$ cat src/rtl/adder_arb_pkg.sv
// Shared constants, operand/result types and the round-robin pointer helper
// for the adder arbiter slice.
package adder_arb_pkg;

   localparam int ADD_W   = 16;
   localparam int MAX_REQ = 8;

   typedef logic [ADD_W-1:0] operand_t;
   typedef logic [ADD_W:0]   result_t;

   // Index of the requester that follows ptr in a ring of n requesters.
   function automatic int rr_next(input int ptr, input int n);
      return (ptr + 1 >= n) ? 0 : ptr + 1;
   endfunction

endpackage

$ cat src/rtl/CSelectA_16_4.sv
// 16-bit carry-select adder built from four 4-bit blocks, each computing both
// carry-in hypotheses up front and selecting once the real carry arrives.
module CSelectA_16_4 (
   input  logic [15:0] i_a,
   input  logic [15:0] i_b,
   input  logic        i_cin,
   output logic [15:0] o_sum,
   output logic        o_cout
);

   logic [4:0] w_carry;

   assign w_carry[0] = i_cin;

   for (genvar gi = 0; gi < 4; gi++) begin : gBlk
      logic [4:0] w_sum0;
      logic [4:0] w_sum1;

      assign w_sum0 = {1'b0, i_a[gi*4 +: 4]} + {1'b0, i_b[gi*4 +: 4]};
      assign w_sum1 = {1'b0, i_a[gi*4 +: 4]} + {1'b0, i_b[gi*4 +: 4]} + 5'd1;

      // Only the mux sits on the carry chain; the block adds run in parallel.
      assign o_sum[gi*4 +: 4] = w_carry[gi] ? w_sum1[3:0] : w_sum0[3:0];
      assign w_carry[gi+1]    = w_carry[gi] ? w_sum1[4]   : w_sum0[4];
   end

   assign o_cout = w_carry[4];

endmodule

$ cat src/rtl/rr_picker.sv
// Combinational round-robin search: first valid requester at or after ptr,
// wrapping modulo N_REQ, reported as a one-hot grant plus its index.
module rr_picker #(
   parameter int N_REQ = 4,
   parameter int ID_W  = $clog2(N_REQ)
) (
   input  logic [N_REQ-1:0] i_reqValid,
   input  logic [ID_W-1:0]  i_ptr,
   input  logic             i_enable,
   output logic [N_REQ-1:0] o_grant,
   output logic [ID_W-1:0]  o_grantIdx
);

   logic            w_found;
   logic [ID_W:0]   w_slot;
   logic [ID_W-1:0] w_cand;

   // Walk the ring starting at ptr; the first valid hit wins.
   always_comb begin
      o_grant    = '0;
      o_grantIdx = '0;
      w_found    = 1'b0;
      w_slot     = '0;
      w_cand     = '0;
      for (int k = 0; k < N_REQ; k++) begin
         w_slot = {1'b0, i_ptr} + (ID_W+1)'(k);
         if (w_slot >= (ID_W+1)'(N_REQ))
            w_slot = w_slot - (ID_W+1)'(N_REQ);
         w_cand = w_slot[ID_W-1:0];
         if (i_enable && !w_found && i_reqValid[w_cand]) begin
            w_found          = 1'b1;
            o_grant[w_cand]  = 1'b1;
            o_grantIdx       = w_cand;
         end
      end
   end

endmodule

$ cat src/rtl/adder_rr_arbiter.sv
// Shares one carry-select adder among N_REQ requesters with round-robin
// arbitration and a single-entry, backpressured result register.
module adder_rr_arbiter
   import adder_arb_pkg::*;
#(
   parameter int N_REQ = 4,
   parameter int W     = 16,
   parameter int ID_W  = $clog2(N_REQ)
) (
   input  logic               clk,
   input  logic               rst,
   input  logic [N_REQ-1:0]   req_valid,
   input  logic [N_REQ*W-1:0] req_a,
   input  logic [N_REQ*W-1:0] req_b,
   output logic [N_REQ-1:0]   req_ready,
   output logic               resp_valid,
   input  logic               resp_ready,
   output logic [ID_W-1:0]    resp_id,
   output logic [W:0]         resp_sum,
   output logic               busy
);

   if (W != ADD_W || N_REQ < 2 || N_REQ > MAX_REQ) begin : gCfgErr
      $error("adder_rr_arbiter: W must be 16 and N_REQ must be 2..8");
   end

   logic [ID_W-1:0]  r_ptr;
   logic             r_respValid;
   logic [ID_W-1:0]  r_respId;
   result_t          r_respSum;

   logic             w_outFree;
   logic [N_REQ-1:0] w_grant;
   logic [ID_W-1:0]  w_grantIdx;
   logic             w_accept;
   operand_t         w_opA;
   operand_t         w_opB;
   operand_t         w_sum;
   logic             w_cout;

   assign w_outFree = !r_respValid || resp_ready;

   rr_picker #(
      .N_REQ (N_REQ),
      .ID_W  (ID_W)
   ) u_picker (
      .i_reqValid (req_valid),
      .i_ptr      (r_ptr),
      .i_enable   (w_outFree && !rst),
      .o_grant    (w_grant),
      .o_grantIdx (w_grantIdx)
   );

   assign w_accept = |w_grant;

   // Steer the granted requester's operands into the shared adder.
   always_comb begin
      w_opA = '0;
      w_opB = '0;
      for (int k = 0; k < N_REQ; k++) begin
         if (w_grantIdx == ID_W'(k)) begin
            w_opA = req_a[k*W +: W];
            w_opB = req_b[k*W +: W];
         end
      end
   end

   CSelectA_16_4 u_adder (
      .i_a    (w_opA),
      .i_b    (w_opB),
      .i_cin  (1'b0),
      .o_sum  (w_sum),
      .o_cout (w_cout)
   );

   // A new accept overwrites the result even while it is being drained.
   always_ff @(posedge clk) begin
      if (rst) begin
         r_ptr       <= '0;
         r_respValid <= 1'b0;
         r_respId    <= '0;
         r_respSum   <= '0;
      end else if (w_accept) begin
         r_respValid <= 1'b1;
         r_respId    <= w_grantIdx;
         r_respSum   <= {w_cout, w_sum};
         r_ptr       <= ID_W'(rr_next(int'(w_grantIdx), N_REQ));
      end else if (r_respValid && resp_ready) begin
         r_respValid <= 1'b0;
      end
   end

   assign req_ready  = w_grant;
   assign resp_valid = r_respValid;
   assign resp_id    = r_respId;
   assign resp_sum   = r_respSum;
   assign busy       = r_respValid || (|req_valid);

endmodule

$ cat config.mk
export PLATFORM = sky130hd
export DESIGN_NAME = adder_rr_arbiter
export DESIGN_NICKNAME = d
export VERILOG_FILES = /design/src/rtl/adder_arb_pkg.sv /design/src/rtl/CSelectA_16_4.sv /design/src/rtl/rr_picker.sv /design/src/rtl/adder_rr_arbiter.sv
export SDC_FILE = /design/constraint.sdc
export NUM_CORES = 1
export LEC_CHECK = 0
export ABC_AREA = 1
export CORE_AREA = 2 2 92 94
export CTS_CLUSTER_SIZE = 28
export DETAILED_ROUTE_END_ITERATION = 8
export DIE_AREA = 0 0 94 96
export GPL_ROUTABILITY_DRIVEN = 0
export PLACE_DENSITY = 0.92
export SETUP_SLACK_MARGIN = 0.4
export SLEW_MARGIN = 10
export SYNTH_ARGS = -nofsm -noshare
export SYNTH_HDL_FRONTEND = slang
export SYNTH_SLANG_ARGS = --single-unit
$ cat constraint.sdc
create_clock -name clk -period 6.05 [get_ports clk]
set_input_delay 0.605 -clock clk [delete_from_list [all_inputs] [get_ports clk]]
set_output_delay 0.605 -clock clk [all_outputs]
set_load 0.05 [all_outputs]
==> flow_summary_export.csv <==
group,metric,value,unit
outcome,status,"completed",
global_route,antenna_found_initial,0,
worst_setup_path,cp.arrival,5.33,ns
global_route,grt_max_degree,33,
detailed_routing,routed_wl,11000,microns
timing,rsz0062_at_grt,"false",
logic_synthesis,yosysWarnings,0,
floorplan,start_util,40.8,%
global_route,grt.overflow.total,0,
clocking,cts_tree,"done",
worst_setup_path,worstSetupPathType,"register to register",
logic_synthesis,synth.ff_latch_count,22,
floorplan,boundaryPins,160,
timing,worstMarginPinSlew,0.640,ns
worst_setup_path,slowest_delay,0.42,ns
logic_synthesis,synth_nets,704,
job,maxCapViolCount,0,
place,port_buffers,159,
clocking,cts.sinks,22,
floorplan,die_w,94,microns
hold_path,hp-class,"register to register",
clocking,cts_root_buf,"clkbuf_8",
logic_synthesis,synthFlopType,"dfxtp_1",
cells_and_area,nets,854,
detailed_routing,initialDrtViolationCount,208,
worst_setup_path,worstPathRequired,6.22,ns
cells_and_area,syn_to_final_growth,53.6,%
timing,fmax,194,MHz
worst_setup_path,crit_path_start_kind,"register",
logic_synthesis,synthesis.area,3280,sq um
logic_synthesis,synth_top_area_share,15.7,%
clocking,numCtsBuffers,3,
detailed_routing,viasPerCell,5.21,
clocking,clock_path_buffers,2,
detailed_routing,detailroute.wirelength.met3,671,microns
timing,period_minus_slack,5.16,ns
cells_and_area,n_antenna_cell,0,
logic_synthesis,synth_area_per_cell,6.10,sq um
logic_synthesis,ys_async_sr_fraction,0,%
worst_setup_path,cp_slowest_cell,"dfxtp_2",
detailed_routing,post-route-drc-count,0,
clocking,insertion_delay,0.26,ns
timing,fin_skew,0.00122,ns
timing,setup_viol,0,
global_route,grt_pass1_vias,4094,
global_route,grt_pass1_wl,17900,microns
detailed_routing,routedWlPerCell,13.9,microns
floorplan,design.die.area,9020,sq um
worst_setup_path,critPathMaxFanout,28,
timing,relSlewSlack,57.3,%
detailed_routing,dr_wl_met2,5660,microns
timing,fin_tns_setup,0,ns
clocking,cts-htree-levels,1,
logic_synthesis,synth_enable_flop_cells,0,
clocking,clk_pin_slew,0.08,ns
timing,finalCritPeriodShare,85.3,%
worst_setup_path,crit_path_end_kind,"register",
floorplan,dieHeight,96,microns
logic_synthesis,yosys.area.top_type,"nand2_1",
detailed_routing,highest_layer,"met4",
worst_setup_path,crit_top_cell,"nand2_1",
detailed_routing,wl_met1,4360,microns
global_route,track_usage,24.2,%
logic_synthesis,synth_cell_types,39,
cells_and_area,n_fill_cell,682,
timing,drv_slew,0,
logic_synthesis,synth_area_leaders,"nand2_1 16%, dfxtp_1 13%, ha_1 10%",
detailed_routing,vias,4124,
timing,final_hold_viol_count,0,
timing,layout_setup_ws,0.888,ns
detailed_routing,antenna_left,0,
cells_and_area,layout-drive-gt1-share,8.31,%
place,place_ws,0.341,ns
floorplan,coreArea,8050,sq um
place,dpl.hpwl,9010,microns
floorplan,rows,33,
detailed_routing,drt-pass1-iter-count,5,
logic_synthesis,seq_area_frac_synth,13.4,%
logic_synthesis,synthCells,538,
[sequential cells by signal (all words and copies together) (netlist names)]
signal	count
resp_id	2
resp_valid	1
r_ptr	2
resp_sum	17
[placed cells by master (no fill, tap or decap), types with 9 or more instances in the layout]
| master | count |
|---|---|
| nand2_2 | 15 |
| o31ai_1 | 9 |
| a22oi_1 | 23 |
| nor2_1 | 77 |
| ha_1 | 27 |
| nand3_2 | 9 |
| buf_4 | 9 |
| nand2_1 | 136 |
| nand3_1 | 25 |
| a221oi_1 | 9 |
| a21oi_1 | 28 |
| dfxtp_1 | 20 |
| inv_1 | 53 |
| o21ai_0 | 20 |
| clkdlybuf4s50_1 | 159 |
[logic make-up after synthesis]
kind of cell	after synthesis	synth area share [%]
muxes	1	0.305
adders and majority gates	31	12.7
xor gates and xnor gates	15	4.00
AOI/OAI and AO/OA	102	19.7
and+or+nand+nor	285	39.4
buffers and inverters	82	10.4
DFF	22	13.4
[area by class of cell]
cell class | instances | area (sq um) | share of cell area (%)
multi-input cells | 434 | 2520 | 50.0
flip-flops and latches | 22 | 443 | 8.79
clock buffers | 3 | 41.3 | 0.819
repair buffers | 170 | 1690 | 33.5
well taps | 105 | 131 | 2.61
inverters | 57 | 214 | 4.24
[metrics by stage]
stage / util, % / hold WS (ns) / area (sq um) / instances
3_5_place_dp: 61.5 / 0.473 / 4950 / 787
3_3_place_gp: 61.5 / 0.464 / 4950 / 787
4_1_cts: 62.1 / 0.487 / 5000 / 790
5_1_grt: 62.6 / 0.504 / 5040 / 791
6_report: 62.6 / 0.485 / 5040 / 791
2_1_floorplan: - / 0.541 / 3280 / 538
[cells in the mapped netlist (4+ instances only)]
library cell / count
xor2_1: 7
a22oi_1: 23
nand2_1: 137
nor2_2: 5
a221oi_1: 9
xnor2_1: 8
fa_1: 4
nand3_2: 9
ha_1: 27
nor2_1: 78
nand2_2: 14
a21oi_1: 29
nand4_1: 6
inv_1: 53
dfxtp_1: 22
clkbuf_1: 19
o21ai_0: 22
nand3_1: 25
o31ai_1: 9
[metal layers]
layer / vias to the layer above / global-route usage [%]
met4: 0 / 7.97
met1: 1832 / 27.8
li1: 2069 / -
met3: 26 / 1.49
met5: - / 0
met2: 197 / 47.6
[path summary, 6_finish.rpt]
kind	startpoint	end	slack (ns)	cells after the start
setup / recovery	r_ptr[0]$_SDFFE_PP0P_	resp_sum[16]$_SDFFE_PP0P_	0.89	32
hold / removal	resp_sum[5]$_SDFFE_PP0P_	resp_sum[5]$_SDFFE_PP0P_	0.49	2
setup reg to reg	r_ptr[0]$_SDFFE_PP0P_	resp_sum[16]$_SDFFE_PP0P_	0.89	32
hold reg to reg	resp_sum[5]$_SDFFE_PP0P_	resp_sum[5]$_SDFFE_PP0P_	0.49	2
[what timing repair did]
action | 4_1_cts | 5_1_grt
hold buffers | 0 | 0
gates resized for setup | 0 | 9
setup buffers | 0 | 1
setup endpoints to repair | 0 | 9
[worst max-delay path: cells and delay by family (launching register included)]
family / cells / cell delay (ns)
AOI/OAI and AO/OA: 4 / 0.70
adders and majority gates: 4 / 1.23
buffers and inverters: 7 / 0.97
DFF: 1 / 0.42
and+or+nand+nor: 17 / 1.71
Power is not shown: default switching activity piles up to over one toggle a cycle in this logic, so the estimate is an artifact.
